### config.mk
export PLATFORM = sky130hd
export DESIGN_NAME = fft_input_packer_flat
export DESIGN_NICKNAME = d
export VERILOG_FILES = /design/src/rtl/fft_input_packer_if.sv /design/src/rtl/fft_input_packer.sv /design/src/flat_wrapper.sv
export SDC_FILE = /design/constraint.sdc
export NUM_CORES = 1
export LEC_CHECK = 0
export BUFFER_PORTS_ARGS = -buffer_cell sky130_fd_sc_hd__buf_2
export CORE_ASPECT_RATIO = 0.75
export CORE_MARGIN = 1
export CORE_UTILIZATION = 53
export DETAILED_ROUTE_END_ITERATION = 10
export PLACE_DENSITY = 0.75
export SYNTH_ARGS = -nofsm -noshare
export SYNTH_HDL_FRONTEND = slang
export SYNTH_SLANG_ARGS = --single-unit
### constraint.sdc
create_clock -name clk -period 4.6 [get_ports clk]
set_input_delay 0.69 -clock clk [delete_from_list [all_inputs] [get_ports clk]]
set_output_delay 0.69 -clock clk [all_outputs]
set_load 0.005 [all_outputs]
### src/rtl/fft_input_packer_if.sv
// Sample stream into the FFT input packer and the packed 16-lane block bus out of it.
// master drives samples and consumes blocks; slave is the packer itself.
interface fft_input_packer_if #(
   parameter int WIDTH     = 9,
   parameter int NCHAN     = 16,
   parameter int FRAME_LEN = 512
);
   localparam int BW = $clog2(FRAME_LEN / NCHAN);

   logic                    s_valid;
   logic signed [WIDTH-1:0] s_i;
   logic signed [WIDTH-1:0] s_q;
   logic                    s_last;

   logic signed [WIDTH-1:0] in_i [0:NCHAN-1];
   logic signed [WIDTH-1:0] in_q [0:NCHAN-1];
   logic                    din_valid;
   logic                    frame_start;
   logic                    frame_err;
   logic [BW-1:0]           blk_cnt;

   modport master (
      output s_valid, s_i, s_q, s_last,
      input  in_i, in_q, din_valid, frame_start, frame_err, blk_cnt
   );

   modport slave (
      input  s_valid, s_i, s_q, s_last,
      output in_i, in_q, din_valid, frame_start, frame_err, blk_cnt
   );
endinterface

### src/rtl/fft_input_packer.sv
// Serial-to-parallel packer: collects NCHAN complex samples into a shadow bank,
// then presents them as one block to the FFT front-end while tracking frame alignment.
module fft_input_packer #(
   parameter int WIDTH     = 9,
   parameter int NCHAN     = 16,
   parameter int FRAME_LEN = 512
) (
   input logic               clk,
   input logic               rstn,
   fft_input_packer_if.slave bus
);
   localparam int LCW = $clog2(NCHAN);
   localparam int SCW = $clog2(FRAME_LEN);
   localparam logic [LCW-1:0] LC_LAST = LCW'(NCHAN - 1);
   localparam logic [SCW-1:0] SC_LAST = SCW'(FRAME_LEN - 1);

   logic [LCW-1:0]          lc;
   logic [SCW-1:0]          sc;
   logic [LCW-1:0]          lc_next;
   logic [SCW-1:0]          sc_next;
   logic signed [WIDTH-1:0] shadow_i [0:NCHAN-1];
   logic signed [WIDTH-1:0] shadow_q [0:NCHAN-1];
   logic                    lane_full;
   logic                    frame_end;
   logic                    early_last;
   logic                    missing_last;

   // An early s_last realigns both counters so the next sample opens a fresh frame at lane 0.
   always_comb begin
      lane_full    = (lc == LC_LAST);
      frame_end    = (sc == SC_LAST);
      early_last   = bus.s_last && !frame_end;
      missing_last = !bus.s_last && frame_end;
      lc_next      = lc + 1'b1;
      sc_next      = frame_end ? '0 : sc + 1'b1;
      if (early_last) begin
         lc_next = '0;
         sc_next = '0;
      end
   end

   always_ff @(posedge clk) begin
      if (rstn) begin
         lc <= '0;
         sc <= '0;
      end else if (bus.s_valid) begin
         lc <= lc_next;
         sc <= sc_next;
      end
   end

   always_ff @(posedge clk) begin
      if (rstn) begin
         for (int k = 0; k < NCHAN; k++) begin
            shadow_i[k] <= '0;
            shadow_q[k] <= '0;
         end
      end else if (bus.s_valid) begin
         shadow_i[lc] <= bus.s_i;
         shadow_q[lc] <= bus.s_q;
      end
   end

   // The last lane bypasses the shadow bank so the block is complete on the accepting edge.
   always_ff @(posedge clk) begin
      if (rstn) begin
         for (int k = 0; k < NCHAN; k++) begin
            bus.in_i[k] <= '0;
            bus.in_q[k] <= '0;
         end
         bus.din_valid   <= 1'b0;
         bus.frame_start <= 1'b0;
         bus.frame_err   <= 1'b0;
         bus.blk_cnt     <= '0;
      end else begin
         bus.din_valid   <= bus.s_valid && lane_full;
         bus.frame_err   <= bus.s_valid && (early_last || missing_last);
         bus.frame_start <= bus.s_valid && lane_full && (sc[SCW-1:LCW] == '0);
         if (bus.s_valid && lane_full) begin
            for (int k = 0; k < NCHAN; k++) begin
               bus.in_i[k] <= (k == NCHAN - 1) ? bus.s_i : shadow_i[k];
               bus.in_q[k] <= (k == NCHAN - 1) ? bus.s_q : shadow_q[k];
            end
            bus.blk_cnt <= sc[SCW-1:LCW];
         end
      end
   end
endmodule

### src/flat_wrapper.sv
// flat-port wrapper written by rule: the top's interface ports become plain ports
module fft_input_packer_flat 
#(
   parameter int WIDTH     = 9,
   parameter int NCHAN     = 16,
   parameter int FRAME_LEN = 512
)
  (clk, rstn, bus_s_valid, bus_s_i, bus_s_q, bus_s_last, bus_in_i, bus_in_q, bus_din_valid, bus_frame_start, bus_frame_err, bus_blk_cnt);
  fft_input_packer_if #(.WIDTH(WIDTH), .NCHAN(NCHAN), .FRAME_LEN(FRAME_LEN)) bus_i ();
  input logic clk;
  input logic rstn;
  input wire logic [$bits(bus_i.s_valid)-1:0] bus_s_valid;
  input wire logic [$bits(bus_i.s_i)-1:0] bus_s_i;
  input wire logic [$bits(bus_i.s_q)-1:0] bus_s_q;
  input wire logic [$bits(bus_i.s_last)-1:0] bus_s_last;
  output wire logic [$bits(bus_i.in_i)-1:0] bus_in_i;
  output wire logic [$bits(bus_i.in_q)-1:0] bus_in_q;
  output wire logic [$bits(bus_i.din_valid)-1:0] bus_din_valid;
  output wire logic [$bits(bus_i.frame_start)-1:0] bus_frame_start;
  output wire logic [$bits(bus_i.frame_err)-1:0] bus_frame_err;
  output wire logic [$bits(bus_i.blk_cnt)-1:0] bus_blk_cnt;
  assign bus_i.s_valid = bus_s_valid;
  assign bus_i.s_i = bus_s_i;
  assign bus_i.s_q = bus_s_q;
  assign bus_i.s_last = bus_s_last;
  assign bus_in_i = {>>{bus_i.in_i}};
  assign bus_in_q = {>>{bus_i.in_q}};
  assign bus_din_valid = bus_i.din_valid;
  assign bus_frame_start = bus_i.frame_start;
  assign bus_frame_err = bus_i.frame_err;
  assign bus_blk_cnt = bus_i.blk_cnt;
  fft_input_packer #(.WIDTH(WIDTH), .NCHAN(NCHAN), .FRAME_LEN(FRAME_LEN)) u_core (.clk(clk), .rstn(rstn), .bus(bus_i));
endmodule
Yosys cells after proc, flatten, opt, wreduce, memory -nomap -nowiden
Memories as Yosys holds them, arrays and structs flattened. A register that Yosys moved wholly into a read port is not among the register bits.
Index checks and enable logic that the tools add are counted.
{"block": "totals", "regBits": 39, "ram_bits": 288, "out_inout_bits": 296, "elab_cells": 39, "mem_count": 2}
{"block": "op_classes", "add_sub_neg": 2, "n_eq_ne": 2, "muxes": 14, "n_reduce_logical": 11}
{"memory": "u_core.shadow_i", "words": 16, "word_bits": 9, "rd": 15, "rd_ports_with_merged_regs": 15, "wr": 16, "line_no": "fft_input_packer.sv:21", "source": "logic signed [WIDTH-1:0] shadow_i [0:NCHAN-1];"}
{"memory": "u_core.shadow_q", "words": 16, "word_bits": 9, "rd": 15, "rd_ports_with_merged_regs": 15, "wr": 16, "line_no": "fft_input_packer.sv:22", "source": "logic signed [WIDTH-1:0] shadow_q [0:NCHAN-1];"}
{"cell": "$mux W9", "count": 4}
{"cell": "$reduce_or A9 Y1", "count": 2}
{"cell": "$mux W4", "count": 3}
{"cell": "$add A9 B1 Y9 const B", "count": 1}
{"cell": "$eq A9 B9 Y1 const B", "count": 1}
{"cell": "$mux W1", "count": 7}
{"cell": "$logic_and A1 B1 Y1", "count": 5}
{"cell": "$logic_not A5 Y1", "count": 1}
{"cell": "$add A4 B1 Y4 const B", "count": 1}
{"cell": "$eq A4 B4 Y1 const B", "count": 1}
{"cell": "$logic_not A1 Y1", "count": 2}
{"cell": "$logic_or A1 B1 Y1", "count": 1}

Longest topological paths before layout
Gate-level depths: netlist of the first run.
{"block": "logic_depth", "depth_word": 5, "mapped_depth": 9, "mapped_depth_nobuf": 9}

Worst setup path before layout of the first run
No wires, ideal clock.
{"block": "synth_path", "kind": "input to register", "start": "input port bus_s_valid", "end": "memory u_core.shadow_i[12][0], enable pin", "setup_ns": 0.296, "t_arrival_ns": 1.734, "required_time_ns": 4.304, "setup_slack_ns": 2.570, "cell_stages": 5, "path_buffers": 2, "path_cell_list": "clkbuf_2 > and2_1 > and3_1 > buf_2 > or2_2"}
{"item": "from (decl)", "line_no": "flat_wrapper.sv:12", "source": "input wire logic [$bits(bus_i.s_valid)-1:0] bus_s_valid;"}
{"item": "to (decl)", "line_no": "fft_input_packer.sv:21"}

Worst setup path in the final report of the first run
{"block": "layout_path", "start": "register u_core.lc[0]", "end": "register u_core.bus.in_q[12] (netlist: bus_in_q[12]) (read register of u_core.shadow_q)"}
{"block": "layout_between", "elab_chain_len": 2}
{"item": "from (decl)", "line_no": "fft_input_packer.sv:17", "source": "logic [LCW-1:0] lc;"}
{"item": "from (signal assigned)", "line_no": "fft_input_packer.sv:47", "source": "lc <= lc_next;"}
{"item": "$eq A4 B4 Y1", "line_no": "fft_input_packer.sv:30", "source": "lane_full = (lc == LC_LAST);"}
{"item": "$logic_and A1 B1 Y1", "line_no": "fft_input_packer.sv:79", "source": "if (bus.s_valid && lane_full) begin"}
{"item": "to (decl)", "line_no": "fft_input_packer_if.sv:29", "source": "output in_i, in_q, din_valid, frame_start, frame_err, blk_cnt"}
Every way passes these cells.
A chain may end at the register's enable or synchronous reset.

==> results of run 1 <==
-- through the flow --
| step | power (uW) | utilization [%] |
|---|---|---|
| detailed placement | 5830 | 58.5 |
| finish | 9930 | 62.8 |
| global placement | 5830 | 58.5 |
| floorplan | 5710 | - |
| CTS | 9980 | 62.8 |
| global route | 10200 | 62.8 |
-- logic make-up (layout without fill, tap and decap cells) --
logic type | after synthesis | after routing
AND/OR/NAND/NOR | 926 | 926
flip-flops | 579 | 579
AO/OA/AOI/OAI | 309 | 309
buffers and inverters | 155 | 426
adder cells (fa/ha/maj) | 7 | 7
XOR/XNOR | 4 | 4
other | 0 | 1
-- registers in the layout, indices dropped and copies added, names as in the netlist --
register / count
u_core.bus.blk_cnt: 5
u_core.bus.in_q: 9
u_core.lc: 4
u_core.shadow_q: 135
u_core.shadow_i: 135
u_core.bus.frame_err: 1
u_core.bus.frame_start: 1
u_core.bus.din_valid: 1
u_core.sc: 9
u_core.bus.in_i: 9
bus_in_q: 135
bus_in_i: 135
-- power by group through the flow --
| stage | sequential (uW) | combinational, uW | clock, uW |
|---|---|---|---|
| 6_report | 5510 | 218 | 4210 |
| 5_1_grt | 5510 | 230 | 4470 |
| 3_5_place_dp | 5620 | 217 | 0 |
| 3_3_place_gp | 5610 | 211 | 0 |
| 4_1_cts | 5510 | 218 | 4260 |
| 2_1_floorplan | 5600 | 114 | 0 |
-- worst min-delay path, cell delays in order --
cell and delay [ps]:
buf_2 110, ha_1 130, nor3_1 40
-- layout by cell type, fill, tap and decap left out, types with 5 or more instances in the layout --
| master | n |
|---|---|
| nand2_1 | 591 |
| buf_2 | 316 |
| dfxtp_1 | 309 |
| a21oi_1 | 302 |
| and2_1 | 271 |
| edfxtp_1 | 270 |
| clkbuf_16 | 53 |
| and3_1 | 17 |
| or2_2 | 15 |
| clkbuf_1 | 15 |
| clkinv_2 | 12 |
| nor2_1 | 9 |
| clkbuf_8 | 8 |
| ha_1 | 7 |
| nand3_1 | 5 |
| o21ai_0 | 5 |
| buf_12 | 5 |
-- final timing paths --
check,cells after the start,from,end,slack [ps]
worst max-delay path,5,u_core.lc[0],bus_in_q[12],1960
worst min-delay path,3,bus_s_last,u_core.bus.frame_err,440
worst max register to register,5,u_core.lc[0],bus_in_q[12],1960
worst min register to register,2,bus_in_i[66],bus_in_i[66],450
-- area by class of cell --
type                            count  area share, %
Antenna cell                        1         0.0103
Clock buffer                       76           6.14
Clock inverter                     20          0.628
Inverter                            4         0.0618
Multi-Input combinational cell   1246           24.6
Sequential cell                   579           58.8
Tap cell                          512           2.64
Timing Repair Buffer              326           7.11
-- layer usage --
layer  vias to the layer above  wire length, um  global-route usage [%]
met4                         4             1300                    7.62
met3                        98             5330                    5.08
met2                       657            24300                    40.0
met5                         -               27                       0
li1                       6967                -                       -
met1                      7187            22500                    37.8
==> run metrics, run 1 <==
cell family with most CP delay=simple AND/OR/NAND/NOR gates; antenna violations before repair=7; cell area after layout=24,300 um^2; largest net degree at the start of global routing=204; Setup-failing EPs final=0; H-tree levels=2; Clock Tree Buf Depth=3; startpoint types=flip-flop; Synth Flop Type=dfxtp_1; nets=2,239; GPL Wtd Cong=0.823; Sink Count=579; Combinational Power Share=2.2%; normalized max-slew margin=26.0%; Worst Hold Class=input port to flip-flop; fillers=3,111; Syn Inst Count=1,980; TritonCTS clock tree=built; Post-Layout Cell Count=2,764; flops & latches, synth=579; Post-synth top cells=nand2_1, dfxtp_1, a21oi_1; CP peak stage delay=1030 ps; DP Area=22,600 um^2; Core Area=38,700 um^2; worst slew pin tran=1110 ps; Tcrit/Tclk final=57.5%; P_int=7870 uW; DIE WIDTH=232 um; final setup margin=1960 ps; critical-path cell list=ha_1, and4_4, buf_4, nand2_1, a21oi_1; Area Overhead vs Synth=15.4%; mux cell area share after synthesis=0%; Post-Syn Area=21,000 um^2; Placed Cells=2,667; xor-xnor portion of the synthesized cell area=0.166%; RSZ-0062 raised after global routing=no; Post-synth EDFFs=270; max cap viols=0; number of global-route vias before repair=13,910; I/O pin cnt=318; Syn Nets=2,009; Slowest cell on crit path=and4_4; top post-synthesis cells by area=edfxtp_1, dfxtp_1, nand2_1; Fin. Hold Viols=0; register area=14,300 um^2; setup TNS=0 ps; outcome=finished clean; Crit Path Class=flip-flop to flip-flop; Synth Area in Adders=0.416%; critical path arrival=3130 ps; Clk network pwr share=42.4%; vias per cell=5.40; Initial Utilization=54.4%; Worst-path clk slew=60 ps; Worst Setup End Kind=flip-flop; DP HPWL=32.4 mm; Net Sw Frac=20.8%; worst clock skew=16.0 ps; all-layer global routing usage=26.1%; pwr dens=409 nW/um^2; top-count cell post-synth=nand2_1; number of routed nets with antenna violations=0; first-pass GRT wire length=80.2 mm; DP Worst Slack=1730 ps; Peak VDD IR=0.000288 V; Synth Area in Compound Gates=7.37%; layout cells sized above 1=18.7%; warning count from the yosys run=0; Critical path buffers and inverters=1; Flop pwr share=55.4%; PortBufs=317; WL per Instance=19.3 um; Post-route DRC=0; Clock Latency Late Sink=570 ps; 1st-iter DRT viols=1,470; post-cts resize count=0; asr flop ratio synth=0%; total CTS buffers=53; Final Max Tran Viols=0; vias=14,913; row cnt=62; setup repair bufs after CTS=0; DR pass1 iterations=5; Multi-input gate area=5970 um^2; FMAX=0.378 GHz; die area=40,500 um^2; Post-CTS Hold Buffers=0; WHS=442 ps; Netlist cell types=32; Lkg Pwr=0.00956 uW; Min Clock Period, post-route=2640 ps; global route overflow=0; sequential cell area fraction in the yosys report=67.9%; syn avg cell area=10.6 um^2; Post-Route WL=53.5 mm; combinational family with the most area after synthesis=simple AND/OR/NAND/NOR gates; required time worst endpoint=5080 ps; area leader, netlist=edfxtp_1; root buf cell=clkbuf_16; Critical Path Fanout Max=93; chip height=175 um; NetSw=2070 uW; simple-gate share of the synthesized area=20.4%; Yosys top cell area share=38.5%
No activity file was read; power rests on OpenSTA's default activity.
==> run 2: changes to the inputs <==
- clock period: 4.6 -> 2.5 ns (I/O delays scaled with it)
==> run metrics, run 2 (synthesis results as in run 1) <==
post-cts resize count=0 (unchanged); reg-to-reg setup timing slack=390 ps (-1570 ps); worst clock skew=8.59 ps (-7.39 ps); worst reg-to-reg path cell count=3 (-2); PortBufs=317 (unchanged); Tot Pwr=18,900 uW (+90%); Finished Core Util=63.9% (+1.1 points); all-layer global routing usage=26.1% (-0.036 points); startpoint types=flip-flop; layout cells sized above 1=19.5% (+0.85 points); number of global-route vias before repair=13,892 (-0.13%); met3 Use GR=5.08% (unchanged); 1st-iter DRT viols=1,738 (+18%); first-pass GRT wire length=80.1 mm (-0.14%); normalized max-slew margin=38.8% (+13 points); vias=15,043 (+0.87%); global route overflow=0 (unchanged); Top Usage Layer GRT=met2; required time worst endpoint=2730 ps (-2350 ps); Lkg Pwr=0.00977 uW (+2.2%); RSZ-0062 raised after global routing=no; fillers=3,053 (-1.9%); Sink Count=579 (unchanged); Clock Tree Buf Depth=3 (unchanged); root buf cell=clkbuf_16; final setup margin=387 ps (-1570 ps); DP HPWL=32.5 mm (+0.25%); Reg2Reg Launch Point=u_core.lc[0]; DIE WIDTH=232 um (unchanged); GR Util met2=39.8% (-0.17 points); vias per cell=5.39 (-0.10%); Initial Utilization=54.4% (unchanged); GPL Wtd Cong=0.785 (-4.6%); Crit Path Class=flip-flop to flip-flop; nets=2,260 (+0.94%); worst slew pin tran=919 ps (-192 ps); routing usage on met1=37.5% (-0.32 points); Setup-failing EPs final=0 (unchanged); Critical Path Fanout Max=19 (-80%); DP Worst Slack=377 ps (-1350 ps); largest net degree at the start of global routing=180 (-12%); Tcrit/Tclk final=84.5% (+27 points); FMAX=0.473 GHz (+25%); setup TNS=0 ps (unchanged); reg-to-reg endpoint=u_core.shadow_i[11][5]; Post-CTS Hold Buffers=0 (unchanged); Area Overhead vs Synth=17.5%; row cnt=62 (unchanged); WL per Instance=19.2 um (-0.96%); Post-route DRC=0 (unchanged); I/O pin cnt=318 (unchanged); Clock Latency Late Sink=580 ps (about the same); antenna violations before repair=8 (+1); chip height=175 um (unchanged); Core Area=38,700 um^2 (unchanged); Final Max Tran Viols=0 (unchanged); Post-Route WL=53.5 mm (about the same); Worst Hold Class=input port to flip-flop; pwr dens=765 nW/um^2 (+87%); Critical Path Start=u_core.lc[0]; crit path capture=u_core.shadow_i[11][5]; Worst Setup End Kind=flip-flop; TritonCTS clock tree=built; critical path arrival=2340 ps (-790 ps); Worst-path clk slew=60 ps (about the same); max cap viols=0 (unchanged); commonest non-fill, non-tap cell in the layout=nand2_1; Fin. Hold Viols=0 (unchanged); H-tree levels=2 (unchanged); setup repair bufs after CTS=0 (unchanged); outcome=finished clean; commonest non-fill, non-tap cells in the layout=nand2_1, buf_2, dfxtp_1; WHS=92.2 ps (-350 ps); Min Clock Period, post-route=2110 ps (-530 ps); die area=40,500 um^2 (unchanged); DR pass1 iterations=5 (unchanged); Peak VDD IR=0.000558 V (+94%); total CTS buffers=53 (unchanged); number of routed nets with antenna violations=0 (unchanged)
## run 2: cell types whose count changed in the layout (fill, tap and decap cells not counted), sizes merged
cell and delta:
buf +21, clkinv -1, bufinv +4, clkinvlp +1, diode +2
## run 2: layout make-up
| cell class | count | area, um^2 | share of cell area (%) |
|---|---|---|---|
| multi-input cells | 1246 | 5970 | 24.2 |
| inverters | 4 | 15.0 | 0.0607 |
| diodes | 3 | 7.51 | 0.0304 |
| clock inverters | 24 | 275 | 1.11 |
| clock buffers | 76 | 1540 | 6.21 |
| repair buffers | 347 | 1980 | 8.03 |
| well taps | 512 | 641 | 2.59 |
| flip-flops and latches | 579 | 14300 | 57.8 |
## run 2: report_power, final
group | switching, uW | internal (uW)
combinational | 353 | 58.1
sequential | 55.2 | 10100
clock | 3490 | 4890
total | 3900 | 15000
## run 2: critical path, cell delays in order, from the launching register on
cell and delay [ps]:
dfxtp_1 440, ha_1 320, and3_1 520, or2_2 480
## run 2: through the flow
stage	cells	area, um^2
4_1_cts	2788	24700
3_3_place_gp	2688	22900
6_report	2791	24700
5_1_grt	2789	24700
3_5_place_dp	2688	22900
2_1_floorplan	1980	21000
## run 2: how the worst min path moves through the flow
| stage | from | end | cells after the start |
|---|---|---|---|
| floorplan | bus_in_i[100] | bus_in_i[100] | 2 |
| global placement | u_core.bus.in_q[1] | u_core.bus.in_q[1] | 2 |
| detailed placement | bus_in_i[24] | bus_in_i[24] | 2 |
| CTS | bus_s_last | u_core.bus.frame_err | 3 |
| global route | bus_s_last | u_core.bus.frame_err | 3 |
| finish | bus_s_last | u_core.bus.frame_err | 3 |
## run 2: layer usage
| metal | wire length [um] | share of wire [%] |
|---|---|---|
| met3 | 4730 | 8.8 |
| met1 | 22800 | 43 |
| met4 | 1320 | 2.5 |
| met2 | 24600 | 46 |
| met5 | 0 | 0 |
==> run 3: changes to the inputs <==
- CORE_UTILIZATION: 53 -> 51
- PLACE_DENSITY: 0.75 -> 0.76
- clock period: 2.5 -> 1.9 ns (I/O delays scaled with it)
==> run metrics, run 3 (synthesis results as in run 1) <==
Critical Path Fanout Max=18 (-1); DP HPWL=33.1 mm (+1.8%); largest net degree at the start of global routing=129 (-28%); antenna violations before repair=7 (-1); 1st-iter DRT viols=1,433 (-18%); worst slew pin tran=719 ps (-200 ps); Clock Latency Late Sink=560 ps (-20 ps); Net Sw Frac=20.9% (+0.29 points); root buf cell=clkbuf_16; number of global-route vias before repair=13,913 (+0.15%); Initial Utilization=51.6% (-2.7 points); Clock Tree Buf Depth=3 (unchanged); P_int=19,000 uW (+26%); Worst-path clk slew=60 ps (about the same); commonest non-fill, non-tap cell in the layout=nand2_1; global route overflow=0 (unchanged); Crit Path Class=flip-flop to flip-flop; required time worst endpoint=2150 ps (-580 ps); TritonCTS clock tree=built; row cnt=64 (+3.2%); I/O pin cnt=318 (unchanged); chip height=178 um (+1.9%); hold path depth=3 (unchanged); Fin. Hold Viols=0 (unchanged); outcome=finished clean; total CTS buffers=53 (unchanged); Tot Pwr=24,000 uW (+27%); Sink Count=579 (unchanged); startpoint types=flip-flop; Flop pwr share=55.5% (+2.0 points); Min Clock Period, post-route=1830 ps (-288 ps); WL per Instance=19.2 um (+0.24%); H-tree levels=2 (unchanged); Core Area=40,800 um^2 (+5.3%); nets=2,287 (+1.2%); critical path arrival=2080 ps (-260 ps); PortBufs=317 (unchanged); GPL Wtd Cong=0.806 (+2.7%); vias per cell=5.33 (-1.0%); worst reg-to-reg path cell count=4 (+1); number of routed nets with antenna violations=0 (unchanged); Lkg Pwr=0.00986 uW (+0.99%); pwr dens=961 nW/um^2 (+26%); Tcrit/Tclk final=96.1% (+12 points); min-delay src=bus_s_valid; worst clock skew=8.74 ps (+0.153 ps); DIE WIDTH=237 um (+1.9%); max cap viols=0 (unchanged); Setup-failing EPs final=0 (unchanged); Finished Core Util=61.3% (-2.6 points); Worst Hold Class=input port to flip-flop; vias=15,084 (+0.27%); setup TNS=0 ps (unchanged); first-pass GRT wire length=80.2 mm (+0.16%); Final Max Tran Viols=0 (unchanged); Post-route DRC=0 (unchanged); layout cells sized above 1=20.7% (+1.2 points); Post-Route WL=54.3 mm (+1.6%); NetSw=5010 uW (+29%); reg-to-reg endpoint=u_core.shadow_q[8][0]; Worst Setup End Kind=flip-flop; commonest non-fill, non-tap cells in the layout=nand2_1, buf_2, dfxtp_1; WHS Endpoint=u_core.lc[1]; normalized max-slew margin=52.1% (+13 points); DR pass1 iterations=5 (unchanged); reg-to-reg setup timing slack=70 ps (-310 ps); Clk network pwr share=42.0% (-2.3 points); Reg2Reg Launch Point=u_core.lc[1]; Area Overhead vs Synth=18.7%; all-layer global routing usage=25.2% (-0.88 points); die area=42,100 um^2 (+3.9%); FMAX=0.548 GHz (+16%); Peak VDD IR=0.000698 V (+25%); Combinational Power Share=2.6% (+0.4 points)
run 3: metrics by stage:
stage | worst slack, ps | area, um^2 | instances | hold slack [ps]
after floorplan | 124 | 21000 | 1980 | 421
after global placement | 11.7 | 23300 | 2729 | 440
after detailed placement | 9.95 | 23300 | 2729 | 445
after CTS | 13.6 | 24900 | 2826 | 50.9
after global routing | -19.3 | 25000 | 2828 | 99.8
final | 74.7 | 25000 | 2828 | 82.6
run 3: area by class of cell:
type | count | area (um^2)
Sequential cell | 579 | 14300
Antenna cell | 1 | 2.50
Multi-Input combinational cell | 1246 | 6020
Timing Repair Buffer | 374 | 2340
Fill cell | 3234 | 15800
Clock buffer | 74 | 1500
Clock inverter | 22 | 131
Inverter | 4 | 15.0
Tap cell | 528 | 661
run 3: power by group through the flow:
| stage | registers (uW) | clock network (uW) | logic, uW |
|---|---|---|---|
| 4_1_cts | 13300 | 10200 | 606 |
| 5_1_grt | 13300 | 10700 | 647 |
| 3_3_place_gp | 13600 | 0 | 591 |
| 6_report | 13300 | 10100 | 616 |
| 3_5_place_dp | 13600 | 0 | 603 |
| 2_1_floorplan | 13600 | 0 | 275 |
run 3: how the worst max path moves through the flow:
stage,end,slack [ps],depth (start not counted),from
6_report,u_core.shadow_q[8][0],70,4,u_core.lc[1]
3_3_place_gp,u_core.lc[3],10,8,u_core.sc[0]
3_5_place_dp,u_core.lc[3],10,8,u_core.sc[0]
2_1_floorplan,u_core.lc[3],120,8,u_core.sc[0]
4_1_cts,u_core.lc[3],10,8,u_core.sc[1]
5_1_grt,u_core.lc[3],-20,10,u_core.sc[0]
run 3: critical path, cell delays in order, from the launching register on:
cell,delay (ps)
dfxtp_1,490
inv_1,110
ha_1,240
and3_1,190
or2_2,480
run 3: repair_timing:
action                     CTS  global route
setup endpoints to repair    1           161
pin swaps                    0             4
hold buffers                 1             0
resized for setup            2            15
buffers inserted             0             1
hold endpoints to repair     1             0
run 3: metal layers:
metal | part of all wire [%] | global-route usage [%]
met5 | 0 | 0
met4 | 2.5 | 7.79
met3 | 9.1 | 4.85
met2 | 47 | 40.1
met1 | 42 | 35.0
